`src/rtl/ctrl_pipe_sequencer_if.sv`:
```
// ID-stage control inputs and EX/MEM/WB control outputs of the pipeline sequencer.
// The master side drives the ID/branch inputs; the sequencer is the slave.
interface ctrl_pipe_sequencer_if;
    logic        halt;
    logic        id_valid;
    logic [8:0]  id_execute_bus;
    logic [2:0]  id_memory_bus;
    logic [1:0]  id_wb_bus;
    logic [4:0]  id_rs;
    logic [4:0]  id_rt;
    logic [4:0]  id_rd;
    logic        branch_taken;

    logic [8:0]  ex_execute_bus;
    logic [2:0]  ex_memory_bus;
    logic [1:0]  ex_wb_bus;
    logic [4:0]  ex_rs;
    logic [4:0]  ex_rt;
    logic [4:0]  ex_write_reg;
    logic [2:0]  mem_memory_bus;
    logic [1:0]  mem_wb_bus;
    logic [4:0]  mem_write_reg;
    logic [1:0]  wb_wb_bus;
    logic [4:0]  wb_write_reg;
    logic        stall;
    logic        flush_if_id;
    logic [1:0]  forward_a;
    logic [1:0]  forward_b;
    logic [15:0] stall_cnt;
    logic [15:0] flush_cnt;

    modport master (
        output halt, id_valid, id_execute_bus, id_memory_bus, id_wb_bus,
               id_rs, id_rt, id_rd, branch_taken,
        input  ex_execute_bus, ex_memory_bus, ex_wb_bus, ex_rs, ex_rt, ex_write_reg,
               mem_memory_bus, mem_wb_bus, mem_write_reg, wb_wb_bus, wb_write_reg,
               stall, flush_if_id, forward_a, forward_b, stall_cnt, flush_cnt
    );

    modport slave (
        input  halt, id_valid, id_execute_bus, id_memory_bus, id_wb_bus,
               id_rs, id_rt, id_rd, branch_taken,
        output ex_execute_bus, ex_memory_bus, ex_wb_bus, ex_rs, ex_rt, ex_write_reg,
               mem_memory_bus, mem_wb_bus, mem_write_reg, wb_wb_bus, wb_write_reg,
               stall, flush_if_id, forward_a, forward_b, stall_cnt, flush_cnt
    );
endinterface

```
`src/rtl/ctrl_pipe_sequencer.sv`:
```
// Carries decoded control through EX/MEM/WB, inserts load-use stalls and branch
// bubbles, drives ALU forwarding selects and saturating stall/flush counters.
module ctrl_pipe_sequencer (
    input  logic                  clk,
    input  logic                  reset,
    ctrl_pipe_sequencer_if.slave  p
);
    typedef struct packed {
        logic [8:0] exec;
        logic [2:0] mem;
        logic [1:0] wb;
        logic [4:0] rs;
        logic [4:0] rt;
        logic [4:0] wr;
    } ex_stage_t;

    ex_stage_t   ex_q, ex_d;
    logic [2:0]  mem_mem_q;
    logic [1:0]  mem_wb_q;
    logic [4:0]  mem_wr_q;
    logic [1:0]  wb_wb_q;
    logic [4:0]  wb_wr_q;
    logic [15:0] stall_cnt_q;
    logic [15:0] flush_cnt_q;
    logic        hazard, stall, flush;

    assign hazard = p.id_valid & ex_q.mem[1] & (ex_q.wr != 5'd0) &
                    ((ex_q.wr == p.id_rs) | (ex_q.wr == p.id_rt));
    assign stall  = hazard & ~p.branch_taken & ~p.halt;
    assign flush  = ~p.halt & (p.branch_taken |
                    (p.id_valid & ~stall & (p.id_execute_bus[5] | p.id_execute_bus[4])));

    // Stall, taken branch and invalid ID all collapse to the same all-zero bubble.
    always_comb begin
        ex_d = '0;
        if (p.id_valid && !stall && !p.branch_taken) begin
            ex_d.exec = p.id_execute_bus;
            ex_d.mem  = p.id_memory_bus;
            ex_d.wb   = p.id_wb_bus;
            ex_d.rs   = p.id_rs;
            ex_d.rt   = p.id_rt;
            ex_d.wr   = p.id_execute_bus[8] ? p.id_rd : p.id_rt;
        end
    end

    always_ff @(posedge clk) begin
        if (reset) begin
            ex_q        <= '0;
            mem_mem_q   <= '0;
            mem_wb_q    <= '0;
            mem_wr_q    <= '0;
            wb_wb_q     <= '0;
            wb_wr_q     <= '0;
            stall_cnt_q <= '0;
            flush_cnt_q <= '0;
        end else if (!p.halt) begin
            ex_q      <= ex_d;
            mem_mem_q <= ex_q.mem;
            mem_wb_q  <= ex_q.wb;
            mem_wr_q  <= ex_q.wr;
            wb_wb_q   <= mem_wb_q;
            wb_wr_q   <= mem_wr_q;
            if (stall && stall_cnt_q != 16'hFFFF) stall_cnt_q <= stall_cnt_q + 16'd1;
            if (flush && flush_cnt_q != 16'hFFFF) flush_cnt_q <= flush_cnt_q + 16'd1;
        end
    end

    // The younger producer (MEM) wins over WB; register 0 is never forwarded.
    function automatic logic [1:0] fwd_sel(input logic [4:0] src);
        if (mem_wb_q[1] && mem_wr_q != 5'd0 && mem_wr_q == src) return 2'b10;
        if (wb_wb_q[1]  && wb_wr_q  != 5'd0 && wb_wr_q  == src) return 2'b01;
        return 2'b00;
    endfunction

    assign p.forward_a      = fwd_sel(ex_q.rs);
    assign p.forward_b      = fwd_sel(ex_q.rt);
    assign p.stall          = stall;
    assign p.flush_if_id    = flush;
    assign p.ex_execute_bus = ex_q.exec;
    assign p.ex_memory_bus  = ex_q.mem;
    assign p.ex_wb_bus      = ex_q.wb;
    assign p.ex_rs          = ex_q.rs;
    assign p.ex_rt          = ex_q.rt;
    assign p.ex_write_reg   = ex_q.wr;
    assign p.mem_memory_bus = mem_mem_q;
    assign p.mem_wb_bus     = mem_wb_q;
    assign p.mem_write_reg  = mem_wr_q;
    assign p.wb_wb_bus      = wb_wb_q;
    assign p.wb_write_reg   = wb_wr_q;
    assign p.stall_cnt      = stall_cnt_q;
    assign p.flush_cnt      = flush_cnt_q;
endmodule

```
`src/flat_wrapper.sv`:
```
// flat-port wrapper written by rule: the top's interface ports become plain ports
module ctrl_pipe_sequencer_flat 
  (clk, reset, p_halt, p_id_valid, p_id_execute_bus, p_id_memory_bus, p_id_wb_bus, p_id_rs, p_id_rt, p_id_rd, p_branch_taken, p_ex_execute_bus, p_ex_memory_bus, p_ex_wb_bus, p_ex_rs, p_ex_rt, p_ex_write_reg, p_mem_memory_bus, p_mem_wb_bus, p_mem_write_reg, p_wb_wb_bus, p_wb_write_reg, p_stall, p_flush_if_id, p_forward_a, p_forward_b, p_stall_cnt, p_flush_cnt);
  ctrl_pipe_sequencer_if p_i ();
  input  logic clk;
  input  logic reset;
  input wire logic [$bits(p_i.halt)-1:0] p_halt;
  input wire logic [$bits(p_i.id_valid)-1:0] p_id_valid;
  input wire logic [$bits(p_i.id_execute_bus)-1:0] p_id_execute_bus;
  input wire logic [$bits(p_i.id_memory_bus)-1:0] p_id_memory_bus;
  input wire logic [$bits(p_i.id_wb_bus)-1:0] p_id_wb_bus;
  input wire logic [$bits(p_i.id_rs)-1:0] p_id_rs;
  input wire logic [$bits(p_i.id_rt)-1:0] p_id_rt;
  input wire logic [$bits(p_i.id_rd)-1:0] p_id_rd;
  input wire logic [$bits(p_i.branch_taken)-1:0] p_branch_taken;
  output wire logic [$bits(p_i.ex_execute_bus)-1:0] p_ex_execute_bus;
  output wire logic [$bits(p_i.ex_memory_bus)-1:0] p_ex_memory_bus;
  output wire logic [$bits(p_i.ex_wb_bus)-1:0] p_ex_wb_bus;
  output wire logic [$bits(p_i.ex_rs)-1:0] p_ex_rs;
  output wire logic [$bits(p_i.ex_rt)-1:0] p_ex_rt;
  output wire logic [$bits(p_i.ex_write_reg)-1:0] p_ex_write_reg;
  output wire logic [$bits(p_i.mem_memory_bus)-1:0] p_mem_memory_bus;
  output wire logic [$bits(p_i.mem_wb_bus)-1:0] p_mem_wb_bus;
  output wire logic [$bits(p_i.mem_write_reg)-1:0] p_mem_write_reg;
  output wire logic [$bits(p_i.wb_wb_bus)-1:0] p_wb_wb_bus;
  output wire logic [$bits(p_i.wb_write_reg)-1:0] p_wb_write_reg;
  output wire logic [$bits(p_i.stall)-1:0] p_stall;
  output wire logic [$bits(p_i.flush_if_id)-1:0] p_flush_if_id;
  output wire logic [$bits(p_i.forward_a)-1:0] p_forward_a;
  output wire logic [$bits(p_i.forward_b)-1:0] p_forward_b;
  output wire logic [$bits(p_i.stall_cnt)-1:0] p_stall_cnt;
  output wire logic [$bits(p_i.flush_cnt)-1:0] p_flush_cnt;
  assign p_i.halt = p_halt;
  assign p_i.id_valid = p_id_valid;
  assign p_i.id_execute_bus = p_id_execute_bus;
  assign p_i.id_memory_bus = p_id_memory_bus;
  assign p_i.id_wb_bus = p_id_wb_bus;
  assign p_i.id_rs = p_id_rs;
  assign p_i.id_rt = p_id_rt;
  assign p_i.id_rd = p_id_rd;
  assign p_i.branch_taken = p_branch_taken;
  assign p_ex_execute_bus = p_i.ex_execute_bus;
  assign p_ex_memory_bus = p_i.ex_memory_bus;
  assign p_ex_wb_bus = p_i.ex_wb_bus;
  assign p_ex_rs = p_i.ex_rs;
  assign p_ex_rt = p_i.ex_rt;
  assign p_ex_write_reg = p_i.ex_write_reg;
  assign p_mem_memory_bus = p_i.mem_memory_bus;
  assign p_mem_wb_bus = p_i.mem_wb_bus;
  assign p_mem_write_reg = p_i.mem_write_reg;
  assign p_wb_wb_bus = p_i.wb_wb_bus;
  assign p_wb_write_reg = p_i.wb_write_reg;
  assign p_stall = p_i.stall;
  assign p_flush_if_id = p_i.flush_if_id;
  assign p_forward_a = p_i.forward_a;
  assign p_forward_b = p_i.forward_b;
  assign p_stall_cnt = p_i.stall_cnt;
  assign p_flush_cnt = p_i.flush_cnt;
  ctrl_pipe_sequencer u_core (.clk(clk), .reset(reset), .p(p_i));
endmodule
```
`config.mk`:
```
export PLATFORM = sky130hd
export DESIGN_NAME = ctrl_pipe_sequencer_flat
export DESIGN_NICKNAME = d
export VERILOG_FILES = /design/src/rtl/ctrl_pipe_sequencer_if.sv /design/src/rtl/ctrl_pipe_sequencer.sv /design/src/flat_wrapper.sv
export SDC_FILE = /design/constraint.sdc
export NUM_CORES = 1
export LEC_CHECK = 0
export ABC_AREA = 1
export CAP_MARGIN = 20
export CORE_MARGIN = 2
export CORE_UTILIZATION = 52
export DETAILED_ROUTE_END_ITERATION = 12
export MAX_ROUTING_LAYER = met4
export PLACE_DENSITY_LB_ADDON = 0.25
export SYNTH_ARGS = -nofsm -noshare
export SYNTH_HDL_FRONTEND = slang
export SYNTH_SLANG_ARGS = --single-unit
```
`constraint.sdc`:
```
create_clock -name clk -period 4.4 [get_ports clk]
set_input_delay 0.88 -clock clk [delete_from_list [all_inputs] [get_ports clk]]
set_output_delay 0.88 -clock clk [all_outputs]
set_load 0.01 [all_outputs]
```
After elaboration in Yosys (flattened, before gate mapping)
Cells that the tools add are included.
Widths: inputs -> output; s select.
{ "classes": {"addsub": 2, "n_eq_ne": 8, "muxes": 16, "bitwise": 14, "reduce_logical": 17} }
{ "ops": {"columns": ["operator", "count"], "rows": [
  ["$add 16x1->16 const B", 2],
  ["$ne 16x16->1 const B", 2],
  ["$eq 5x5->1", 6],
  ["$mux 29", 1],
  ["$mux 2", 8],
  ["$reduce_bool 5->1", 3],
  ["$logic_and 1x1->1", 10],
  ["$and 1x1->1", 8],
  ["$mux 1", 6],
  ["$mux 5", 1],
  ["$reduce_and 2->1", 2],
  ["$not 1->1", 3],
  ["$or 1x1->1", 3],
  ["$logic_not 1->1", 2]
]} }
{ "word_totals": {"register_bits": 78, "input_bits": 34, "output_inout_bits": 84, "word_cells": 70} }

Depth between registers and ports, before layout
Gate-level depths: netlist of the first run.
{ "logic_depth": {"depth_word": 12, "depth_mapped": 14, "depth_no_buf": 14} }

Least setup slack after synthesis of the first run
No wires, ideal clock.
{ "synth_timing": {"path_type": "input -> output", "start": "input p_id_rt[4]", "end": "output p_flush_if_id", "arrival_ps": 1593, "required_ps": 3520, "path_slack_ps": 1927, "stages": 9, "path_buffers": 0, "path_cell_list": "inv_1 nand2_1 nand2_1 nor2_1 nand3_1 nand2_1 nand2_1 nand3_1 a21oi_1"} }
{ "synth_via": {"elab_chain_cells": 10} }
{ "synth_rtl": {"columns": ["item", "line_no", "rtl"], "rows": [
  ["from (decl)", "flat_wrapper.sv:13", "input wire logic [$bits(p_i.id_rt)-1:0] p_id_rt;"],
  ["$eq 5x5->1", "ctrl_pipe_sequencer.sv:28", "((ex_q.wr == p.id_rs) | (ex_q.wr == p.id_rt));"],
  ["$or 1x1->1", "ctrl_pipe_sequencer.sv:28", null],
  ["$and 1x1->1", "ctrl_pipe_sequencer.sv:27", "assign hazard = p.id_valid & ex_q.mem[1] & (ex_q.wr != 5'd0) &"],
  ["$and 1x1->1 (2 in series)", "ctrl_pipe_sequencer.sv:29", "assign stall = hazard & ~p.branch_taken & ~p.halt;"],
  ["$not 1->1", "ctrl_pipe_sequencer.sv:31", "(p.id_valid & ~stall & (p.id_execute_bus[5] | p.id_execute_bus[4])));"],
  ["$and 1x1->1 (2 in series)", "ctrl_pipe_sequencer.sv:31", null],
  ["$or 1x1->1", "ctrl_pipe_sequencer.sv:30", "assign flush = ~p.halt & (p.branch_taken |"],
  ["$and 1x1->1", "ctrl_pipe_sequencer.sv:30", null],
  ["to (decl)", "flat_wrapper.sv:28", "output wire logic [$bits(p_i.flush_if_id)-1:0] p_flush_if_id;"]
]} }
Every way passes these cells.

Final worst setup path of the first run
{ "layout_timing": {"start": "input p_id_rt[0]", "end": "output p_stall"} }
{ "layout_via": {"elab_chain_cells": 5} }
{ "layout_rtl": {"columns": ["item", "line_no", "rtl"], "rows": [
  ["$eq 5x5->1", "ctrl_pipe_sequencer.sv:28", null],
  ["$or 1x1->1", "ctrl_pipe_sequencer.sv:28", null],
  ["$and 1x1->1", "ctrl_pipe_sequencer.sv:27", null],
  ["$and 1x1->1 (2 in series)", "ctrl_pipe_sequencer.sv:29", null],
  ["to (decl)", "flat_wrapper.sv:27", "output wire logic [$bits(p_i.stall)-1:0] p_stall;"]
]} }
Every way passes these cells.

==> results.yml, run 1 <==
sta:
  tightest_slew_ns: 0.7251
  finalCritPeriodShare_pct: 82.12
  slew_headroom_pct: 51.61
  hold_viol: 0
  holdWs_ns: 0.4711
  drv_slew: 0
  finalWorstSetupSlack_ns: 0.7866
  final-setup-viol-count: 0
  fmax_mhz: 276.7
  finClkSkew_ns: 0.007823
  tns_ns: 0
  period_minus_slack_ns: 3.613
  rsz0062_at_grt: "no"
clock_network:
  clk_pin_slew_worst_paths_ns: 0.07
  cts_made_buffers: 9
  cts-htree-levels: 3
  clock_latency_ns: 0.33
  numClockSinks: 78
  cts_buffer_depth: 2
  cts_resized: 0
  tritoncts: "built"
  cts-root-buf: "clkbuf_8"
  cts_setup_buffers: 0
  ctsHoldBuffers: 0
pwr:
  power_density_nw_per_um2: 274.0
  p_leak_nw: 2.093
  vdd_ir_drop_max_v: 0.0001960
placement:
  place_hpwl_microns: 8282
  port_buffers: 117
  dpl.cell_count: 771
  gp_congestion: 0.9197
  post-place-ws_ns: 0.7803
  placed_cell_area_sq_um: 5301
finish:
  drive_gt1_share_pct: 7.737
  layout.cells.non_filler: 787
  nets: 716
  area.growth.synth_to_final_pct: 34.83
  antenna_cells: 0
  fin_area_sq_um: 5522
synth:
  synth-seq-cells: 78
  netlist_instances: 573
  yosysWarnings: 0
  synth_top_cells_by_count: "nand2_1 (107), dfxtp_1 (78), nor2_1 (66)"
  synth_top_area_cell: "dfxtp_1"
  ys_seq_area_share_pct: 38.13
  synth_top_area_share_pct: 38.13
  async_flop_share_pct: 0
  syn_avg_cell_area_sq_um: 7.147
  synth_nets: 609
  synth.most_common_cell: "nand2_1"
  synth.cell_area_sq_um: 4095
  synth-edff-count: 0
  synth_cell_types: 33
  synth-main-ff-cell: "dfxtp_1"
  synthTopCellsByArea: "dfxtp_1 (38%), nand2_1 (9.8%), a21oi_1 (7.1%)"
grt:
  track_usage_pct: 28.59
  grt_pass1_wl_microns: 19460
  grt_max_degree: 54
  grt_overflow: 0
  antenna_found_initial: 0
  grt_pass1_vias: 4142
worst_setup_path:
  cp.arrival_ns: 2.73
  crit_family: "buffers and inverters"
  startpoint_type: "input port"
  cp_max_fo: 4
  cp-end-kind: "primary output"
  cp_common_cell: "nand2_1"
  cp_num_buf_inv: 4
  worstPathCellList: "clkdlybuf4s50_1 -> nand2_1 -> inv_1 -> nor2_1 -> nor2_1 -> nand3_1 -> nand2_1 -> nand2_1 -> inv_1 -> clkdlybuf4s50_1"
  cp-startpoint: "p_id_rt[0]"
  reg2reg_from: "u_core.p.flush_cnt[0]"
  cpMaxStageDelayCell: "clkdlybuf4s50_1"
  slowest_delay_ns: 0.57
  critPathKind: "input port to primary output"
  critical_path_required_ns: 3.52
die:
  boundaryPins: 118
  die_h_microns: 92.75
  die_w_microns: 92.75
  rows: 32
  start_util_pct: 53.27
  die_area_sq_um: 8602
  coreArea_sq_um: 7687
route:
  drt_wl_total_microns: 11750
  drc_errors: 0
  routedWlPerCell_microns: 14.93
  first_iter_violations: 258
  viasPerCell: 5.454
  vias: 4292
  firstDrtPassIters: 5
  ant_nets: 0
status:
  status: "finished clean"
worst_hold_path:
  hold_class: "flip-flop to flip-flop"
  hold_path_startpoint: "u_core.p.ex_execute_bus[7]"
flow_run:
  cap_violations: 0
-- path summary, 6_finish.rpt --
check / end / slack [ns] / cells after the start
min reg2reg: u_core.p.ex_execute_bus[7] / 0.47 / 2
min: u_core.p.ex_execute_bus[7] / 0.47 / 2
max reg2reg: u_core.p.flush_cnt[1] / 2.12 / 9
max: p_stall / 0.79 / 10
-- area by class of cell --
cell class | count | area [sq um]
Clock buffer | 14 | 182.7
Clock inverter | 2 | 37.54
Fill cell | 678 | 2166
Inverter | 47 | 176.4
Multi-Input combinational cell | 423 | 2240
Sequential cell | 78 | 1562
Tap cell | 102 | 127.6
Timing Repair Buffer | 121 | 1196
-- cells by family after synthesis --
kind of cell / count (synthesis) / share of synthesized area, %
and+or+nand+nor: 283 / 32.17
AOI/OAI and AO/OA: 99 / 13.50
DFF: 78 / 38.13
buffers and inverters: 72 / 7.241
xor gates and xnor gates: 39 / 8.341
adders and majority gates: 2 / 0.6110
-- cell usage in the layout (no fill, tap or decap), types with 4 or more instances in the layout --
cell,n
a21oi_2,8
nor3_1,14
or2_2,5
nand2_1,107
clkdlybuf4s50_1,116
nor4_1,5
nand3_1,43
inv_1,45
nor2_1,65
xor2_1,22
xnor2_1,17
o21ai_0,22
o211ai_1,5
clkbuf_8,13
nand4_1,24
buf_4,4
dfxtp_1,78
nand2_2,11
a21oi_1,58
-- where the power goes --
| group | internal, W | switching (W) |
|---|---|---|
| clock network | 0.000325 | 0.000255 |
| registers | 0.000722 | 0.0000234 |
| logic | 0.0000913 | 0.0000957 |
-- worst min-delay path, stage by stage, from the launching register on --
cell	delay (ns)
dfxtp_1	0.31
nand2_1	0.06
a21oi_1	0.06
-- through the flow --
| step | total power [W] | utilization (%) |
|---|---|---|
| 2_1_floorplan | 0.0008569 | - |
| 3_3_place_gp | 0.0009422 | 68.96 |
| 3_5_place_dp | 0.0009475 | 68.96 |
| 4_1_cts | 0.001518 | 71.83 |
| 5_1_grt | 0.001571 | 71.83 |
| 6_report | 0.001513 | 71.83 |
-- routing by layer --
| layer | up-vias | GRT usage [%] | share of wire [%] |
|---|---|---|---|
| li1 | 2116 | - | - |
| met1 | 1966 | 37.41 | 44 |
| met2 | 198 | 45.07 | 47 |
| met3 | 12 | 5.126 | 8.1 |
| met4 | 0 | 9.436 | 1.2 |
| met5 | - | - | 0 |
Note: power is estimated with default switching activity, not from simulation.
==> run 2, diff against run 1 <==
- CORE_UTILIZATION: 52 -> 48
- clock period: 4.4 -> 3.7 ns (I/O delays scaled with it)
==> run 2 against run 1 <==
  * Utilization is 5.2 points lower
  * First-iteration DRC count shrank 28%
  * Clock skew is 0.0028 ns higher
  * Cell count is 0.51% higher
  * Power grew 14%
  * Global-route usage fell by 1.6 points
==> results.yml, run 2 (synthesis results as in run 1) <==
route:
  routedWlPerCell_microns: 14.57
  drt_wl_total_microns: 11530
  vias: 4297
  viasPerCell: 5.432
  first_iter_violations: 186
  ant_nets: 0
  drc_errors: 0
  firstDrtPassIters: 5
finish:
  nets: 717
  drive_gt1_share_pct: 8.017
  layout_commonest_cell: "clkdlybuf4s50_1"
  utilization_pct: 66.62
  final_cell_mix: "clkdlybuf4s50_1 (116), nand2_1 (107), dfxtp_1 (78)"
  antenna_cells: 0
  area.growth.synth_to_final_pct: 34.34
sta:
  hold_viol: 0
  drv_slew: 0
  tns_ns: 0
  slew_headroom_pct: 53.41
  holdWs_ns: 0.4677
  fmax_mhz: 300.4
  period_minus_slack_ns: 3.329
  rsz0062_at_grt: "no"
  finalCritPeriodShare_pct: 89.98
  tightest_slew_ns: 0.6980
  final-setup-viol-count: 0
  finClkSkew_ns: 0.01062
worst_setup_path:
  startpoint_type: "input port"
  cp_max_fo: 4
  critPathKind: "input port to primary output"
  reg2reg_depth: 9
  cp.arrival_ns: 2.59
  critical_path_required_ns: 2.96
  cp-end-kind: "primary output"
placement:
  gp_congestion: 0.9369
  port_buffers: 117
  place_hpwl_microns: 8328
die:
  die_area_sq_um: 9286
  coreArea_sq_um: 8258
  boundaryPins: 118
  start_util_pct: 49.59
  die_w_microns: 96.37
  die_h_microns: 96.37
  rows: 33
grt:
  grt_pass1_wl_microns: 19150
  grt_pass1_vias: 4102
  grt_overflow: 0
  track_usage_pct: 26.99
  grt_max_degree: 53
  antenna_found_initial: 0
clock_network:
  cts-root-buf: "clkbuf_8"
  cts_setup_buffers: 0
  cts_buffer_depth: 2
  numClockSinks: 78
  ctsHoldBuffers: 0
  tritoncts: "built"
  cts-htree-levels: 3
  cts_made_buffers: 9
  cts_resized: 0
  clock_latency_ns: 0.35
  clk_pin_slew_worst_paths_ns: 0.09
worst_hold_path:
  hold_class: "flip-flop to flip-flop"
  whs_path_depth: 2
pwr:
  power_density_nw_per_um2: 312.6
  p_leak_nw: 2.083
  vdd_ir_drop_max_v: 0.0002803
flow_run:
  cap_violations: 0
status:
  status: "finished clean"
run 2: metrics by stage:
step                      instance area, sq um  setup slack, ns  power [W]  std cells
after global placement                    5313           0.4295   0.001122        775
after floorplan                           4095            1.507   0.001019        573
after detailed placement                  5313           0.3800   0.001129        775
after CTS                                 5502           0.3675   0.001734        791
after global routing                      5502           0.2331   0.001797        791
final                                     5502           0.3707   0.001720        791
run 2: critical path, stage by stage:
cell and delay [ns]:
clkdlybuf4s50_1 0.53, nor2_1 0.06, nor2_1 0.11, nor2_1 0.05, nand3_1 0.06, nand2_1 0.09
nand2_1 0.12, nand3_1 0.12, a21oi_1 0.15, clkdlybuf4s50_1 0.57
run 2: report_power, final:
| group | leakage [nW] | switching, W | total (W) | internal (W) |
|---|---|---|---|---|
| Clock | 0.0943 | 0.000337 | 0.000610 | 0.000273 |
| Sequential | 0.633 | 0.0000276 | 0.000886 | 0.000859 |
| Combinational | 1.36 | 0.000114 | 0.000223 | 0.000109 |
run 2: layout make-up:
type | count | area (sq um)
clock inverter | 6 | 51.30
fill | 749 | 2756
timing repair buffer | 122 | 1204
multi-input combinational | 423 | 2240
inverter | 47 | 176.4
clock buffer | 10 | 137.6
tap | 105 | 131.4
sequential | 78 | 1562
run 2: per-layer routing:
metal  vias to the layer above  global-route usage [%]  routed length, microns  share of wire (%)
met5                         -                       -                       0                  0
met4                         0                   9.390                     195                1.7
met3                        20                   7.753                     940                8.2
met2                       174                   42.25                    5457                 47
met1                      1983                   33.40                    4930                 43
li1                       2120                       -                       -                  -
run 2: path summary, 6_finish.rpt:
path / start / end / slack (ns)
worst max-delay path: p_id_rt[0] / p_flush_if_id / 0.37
worst min register to register: u_core.p.ex_execute_bus[2] / u_core.p.ex_execute_bus[2] / 0.47
worst max register to register: u_core.p.flush_cnt[0] / u_core.p.flush_cnt[1] / 1.45
worst min-delay path: u_core.p.ex_execute_bus[2] / u_core.p.ex_execute_bus[2] / 0.47
==> run 3, diff against run 2 <==
- CORE_UTILIZATION: 48 -> 63
- DONT_BUFFER_PORTS: not set -> 1
- REMOVE_ABC_BUFFERS: not set -> 1
==> run 3 against run 2 <==
  * Via count is 12% lower
  * Clock power up 17%
  * Power rose by 0.30%
  * Flip-flop and latch count unchanged
  * Critical path type is now flip-flop to primary output
  * Maximum frequency increased by 20%
  * Count of clock-buffer cells in the layout is 1 higher
  * Largest cell class unchanged
  * Sequential share of layout area up 7.8 points
  * Hold slack got worse by 0.019 ns
  * Register-to-register slack worse by 0.09 ns
  * Sequential power grew 1%
  * Combinational power is 50% lower
==> results.yml, run 3 (synthesis results as in run 1) <==
route:
  drc_errors: 0
  firstDrtPassIters: 5
  ant_nets: 0
  routedWlPerCell_microns: 16.02
  viasPerCell: 5.883
  maxUsedRoutingLayer: "met4"
  route.met2.wl_microns: 4857
  met1_length_microns: 4346
  drt_wl_total_microns: 10290
  met3WireLength_microns: 883
  vias: 3777
  first_iter_violations: 218
die:
  start_util_pct: 64.86
  coreArea_sq_um: 6314
  die_w_microns: 84.63
  die_area_sq_um: 7161
  rows: 29
  boundaryPins: 118
  die_h_microns: 84.63
clock_network:
  cts_setup_buffers: 0
  clk_pin_slew_worst_paths_ns: 0.08
  tritoncts: "built"
  cts_buffer_depth: 2
  ctsHoldBuffers: 0
  clock_latency_ns: 0.36
  cts_made_buffers: 9
  cts-root-buf: "clkbuf_8"
  cts-htree-levels: 3
  numClockSinks: 78
  cts_resized: 0
worst_setup_path:
  cp.arrival_ns: 2.02
  crit_family: "simple AND/OR/NAND/NOR gates"
  cpMaxStageDelayCell: "dfxtp_1"
  cp-end-kind: "primary output"
  critPathKind: "flip-flop to primary output"
  startpoint_type: "flip-flop"
  slowest_delay_ns: 0.43
  cp_max_fo: 6
  critical_path_required_ns: 2.96
  cp_num_buf_inv: 0
  worstPathCellList: "or2_2 -> o41ai_1 -> nor3_1 -> nor3_1"
  cp_common_cell: "nor3_1"
finish:
  nets: 597
  layout_commonest_cell: "nand2_1"
  multi_input_comb_area_sq_um: 2240
  drive_gt1_share_pct: 8.850
  final_cell_mix: "nand2_1 (107), dfxtp_1 (78), nor2_1 (65)"
  final-seq-area_sq_um: 1562
  layout.cells.non_filler: 642
  area.growth.synth_to_final_pct: 5.255
  fillers: 551
  antenna_cells: 0
sta:
  tns_ns: 0
  slew_headroom_pct: 45.86
  finClkSkew_ns: 0.009681
  hold_viol: 0
  rsz0062_at_grt: "no"
  tightest_slew_ns: 0.8113
  period_minus_slack_ns: 2.765
  finalCritPeriodShare_pct: 74.72
  drv_slew: 0
  final-setup-viol-count: 0
  fmax_mhz: 361.7
worst_hold_path:
  hold_class: "input port to flip-flop"
pwr:
  p_leak_nw: 1.671
  vdd_ir_drop_max_v: 0.0002259
  power_density_nw_per_um2: 400.1
placement:
  gp_congestion: 0.9074
  place_hpwl_microns: 7132
  dpl.cell_count: 627
  port_buffers: 0
grt:
  grt_pass1_wl_microns: 17020
  track_usage_pct: 29.95
  grt_overflow: 0
  grt_pass1_vias: 3567
  grt_max_degree: 54
  antenna_found_initial: 0
flow_run:
  cap_violations: 0
status:
  status: "finished clean"
-- run 3: cell type report --
| type | instances | share of cell area (%) |
|---|---|---|
| clock inverter | 4 | 1.626 |
| clock buffer | 11 | 3.512 |
| timing repair buffer | 2 | 0.3483 |
| tap | 77 | 2.235 |
| sequential | 78 | 36.23 |
| multi-input combinational | 423 | 51.96 |
| inverter | 47 | 4.093 |
-- run 3: metrics by stage --
stage | hold slack, ns | area (sq um) | worst slack (ns) | total power [W] | util, %
after floorplan | 0.4811 | 3975 | 1.244 | 0.0009968 | -
after global placement | 0.4922 | 4089 | 1.282 | 0.001023 | 64.76
after detailed placement | 0.4971 | 4089 | 1.197 | 0.001028 | 64.76
after CTS | 0.4367 | 4310 | 0.9480 | 0.001731 | 68.27
after global routing | 0.4368 | 4310 | 0.7727 | 0.001789 | 68.27
final | 0.4485 | 4310 | 0.9354 | 0.001725 | 68.27
-- run 3: power by group --
group / internal (W) / switching, W
Clock: 0.000411 / 0.000305
Sequential: 0.000859 / 0.0000395
Combinational: 0.0000432 / 0.0000677
Total: 0.00131 / 0.000412
-- run 3: routing by layer --
layer | global-route usage (%) | vias up
met5 | - | -
met4 | 12.99 | 0
met3 | 8.751 | 17
met2 | 45.96 | 131
met1 | 36.70 | 1747
li1 | - | 1882
-- run 3: worst reg2reg max path, cell delays in order, from the launching register on --
cell and delay (ns):
dfxtp_1 0.56, nor2_1 0.09, nor2_1 0.11, nor2_1 0.05, nand3_1 0.06, nand2_1 0.09
nand2_1 0.10, nand2_1 0.07, nor2_2 0.62, buf_4 0.29, nand3_1 0.08, a21oi_1 0.15
-- run 3: worst paths after layout --
kind,start,endpoint,slack (ns),cells after the start
worst max register to register,u_core.p.ex_write_reg[0],u_core.p.ex_execute_bus[7],1.36,11
worst min register to register,u_core.p.ex_execute_bus[2],u_core.p.ex_execute_bus[2],0.51,2
worst max-delay path,u_core.p.mem_write_reg[4],p_forward_a[0],0.94,4
worst min-delay path,reset,u_core.p.ex_write_reg[0],0.45,1
==> variant, RTL diff (flow settings as in run 1) <==
Make the reset (`reset`) asynchronous in one clocked block.
--- a/src/rtl/ctrl_pipe_sequencer.sv
+++ b/src/rtl/ctrl_pipe_sequencer.sv
@@ -45,3 +45,3 @@
 
-    always_ff @(posedge clk) begin
+    always_ff @(posedge clk or posedge reset) begin
         if (reset) begin
Behaviour: differs if reset is asserted again (counterexample within 4 cycles, from zero or initial values and one cycle with reset high); with reset held inactive, the same outputs for 10 cycles.
==> variant against run 1 <==
  * Worst setup slack improved by 6.9 ps
  * Register-to-register slack improved by 40 ps
  * Power increased by 16%
  * Synthesized cell count decreased by 4.4%
  * Routed wire length decreased by 2.3%
  * Non-clock buffer count unchanged
  * Die area increased by 4.3%
  * Utilization decreased by 0.97 points
  * Sequential cell count unchanged
  * Cell area increased by 3.9%
  * Synthesized area increased by 4.5%
  * Clock power decreased by 2%
==> variant: results (changes against run 1) <==
| Metric | Value |
|---|---|
| Post-synthesis async set-or-reset flop share | 1.00 (+1.00) |
| Least-Margin Pin Slew | 964 ps (+239 ps) |
| Most common flop cell mapped by yosys | sky130_fd_sc_hd__dfrtp_1 |
| Total number of H-tree levels | 3 (unchanged) |
| Final count of hold timing violations | 0 (unchanged) |
| Maximum clock path buffer count | 2 (unchanged) |
| Via count of the first global-routing pass | 3887 (-6.2%) |
| Clock-pin slew reported for the worst setup and hold paths after clock tree synthesis | around 80 ps |
| Number of iterations in the first detailed-routing pass | 5 (unchanged) |
| Class of the most critical hold timing path | flip-flop to flip-flop |
| Number of antenna violations at the first check in global routing | 0 (unchanged) |
| Crit path DAT | 2730 ps (about the same) |
| Nets | 698 (-2.5%) |
| Post-route clock skew | 10.9 ps (+3.11 ps) |
| DRC violation total after the first TritonRoute iteration | 280 (+8.5%) |
| Cell variety after synth | 29 (-12%) |
| HPWL reported at the end of detailed placement | 8240 µm (-0.52%) |
| Max rail drop VDD | 0.335 mV (+71%) |
| Yosys warns | 0 (unchanged) |
| Critical path peak fanout | 7 (+3) |
| Portion of the post-synthesis area used by sequential elements | 0.456 (+0.0750) |
| Largest cells by area after synthesis | sky130_fd_sc_hd__dfrtp_1 46%, sky130_fd_sc_hd__nand2_1 14%, sky130_fd_sc_hd__xor2_1 6.6% |
| Vias per Instance | 5.35 (-1.9%) |
| Peak per-stage delay on the critical path | 590 ps (+20 ps) |
| Clock tree root buffer cell | sky130_fd_sc_hd__clkbuf_8 |
| Source-to-sink clock delay at the later pin of the worst-skew pair | 350 ps (+20 ps) |
| Number of buffers added by the clock tree synthesis step | 9 (unchanged) |
| Post-cts gate resize count | 0 (unchanged) |
| Final weighted congestion in routability-driven placement | 0.932 (+1.3%) |
| Maximum number of pins on one net before global-route repair | 61 (+13%) |
| Layout filler cell count | 666 (-1.8%) |
| Global-route wire length before repair | 18400 µm (-5.5%) |
| Kind of cell with the highest combined delay on the critical path | buffers and inverters |
| Leakage power summed over all cells | 0.00264 µW (+26%) |
| Status | finished, final reports clean |
| Total routing usage reported by global routing | 0.270 (-0.0160) |
| Buffer count from post-CTS setup fixing | 0 (unchanged) |
| Synthesized netlist net count | 584 (-4.1%) |
| Share of post-route cells with drive strength above 1 | 0.0525 (-0.0249) |
| PortBufs | 117 (unchanged) |
| Average detailed-routed wire length per instance | 14.9 µm (-0.39%) |
| Leading cell types by count after synthesis | 155 x sky130_fd_sc_hd__nand2_1, 78 x sky130_fd_sc_hd__dfrtp_1, 63 x sky130_fd_sc_hd__inv_1 |
| Critical Path Slowest Stage Cell | sky130_fd_sc_hd__clkdlybuf4s50_1 |
| Antenna Diode Count | 0 (unchanged) |
## variant: cell types whose count changed in the layout (fill, tap and decap cells not counted), moves of 11 or more
cell	run 1	this run
sky130_fd_sc_hd__nor2_1	65	31
sky130_fd_sc_hd__o31ai_1	0	11
sky130_fd_sc_hd__a21oi_1	58	1
sky130_fd_sc_hd__inv_1	45	62
sky130_fd_sc_hd__dfrtp_1	0	78
sky130_fd_sc_hd__o21ai_0	22	48
sky130_fd_sc_hd__nand2_1	107	155
sky130_fd_sc_hd__nand3_1	43	31
sky130_fd_sc_hd__dfxtp_1	78	0
## variant: power breakdown
| part | total [µW] | internal, µW | switching [µW] |
|---|---|---|---|
| clock | 569 | 292 | 277 |
| sequential | 838 | 765 | 72.9 |
| combinational | 350 | 177 | 173 |
## variant: through the flow
stage | setup WS (ps) | std cells | power (µW) | hold WS (ps) | instance area, µm²
finish | 794 | 772 | 1760 | 486 | 5730
global route | 691 | 772 | 1830 | 521 | 5730
CTS | 798 | 772 | 1760 | 491 | 5730
detailed placement | 798 | 756 | 1200 | 473 | 5530
global placement | 872 | 756 | 1190 | 467 | 5530
floorplan | 1520 | 548 | 1010 | 516 | 4280
## variant: tightest hold or removal path, cell delays in order, from the launching register on
cell and delay [ps]:
sky130_fd_sc_hd__dfrtp_1 350, sky130_fd_sc_hd__nand2_1 50, sky130_fd_sc_hd__o21ai_0 60
## variant: cell families (layout without fill, tap and decap cells)
kind of cell | Yosys count | after routing | synth area share
and+or+nand+nor | 274 | 274 | 0.286
adders and majority gates | 2 | 2 | 0.00585
buffers and inverters | 87 | 206 | 0.0796
AOI/OAI and AO/OA | 62 | 62 | 0.0801
xor gates and xnor gates | 45 | 45 | 0.0921
DFF | 78 | 78 | 0.456
## variant: final timing paths
kind | start | to | slack, ps | depth (start not counted)
max reg2reg | u_core.p.ex_write_reg[1] | u_core.p.stall_cnt[13] | 2160 | 11
max | p_id_rt[1] | p_stall | 790 | 10
min | u_core.p.mem_memory_bus[1] | u_core.p.mem_memory_bus[1] | 490 | 2
min reg2reg | u_core.p.mem_memory_bus[1] | u_core.p.mem_memory_bus[1] | 490 | 2
min in group asynchronous | reset | u_core.p.flush_cnt[8] | 1040 | 2
max in group asynchronous | reset | u_core.p.flush_cnt[10] | 2530 | 3
## variant: area by class of cell
cell class                 count  area (µm²)  share of cell area
multi-input combinational    383        1990               0.346
sequential                    78        1950               0.340
timing repair buffer         121        1200               0.209
inverter                      69         260              0.0454
clock buffer                  11         151              0.0264
tap                          105         131              0.0229
clock inverter                 5        57.6              0.0100
## variant: layer usage
layer  up-vias  GRT usage  wire [µm]
met1      1952      0.347       4970
met5         -          -          0
met2       163      0.427       5520
li1       2005          -          -
met4         0     0.0942        146
met3        10     0.0559        843
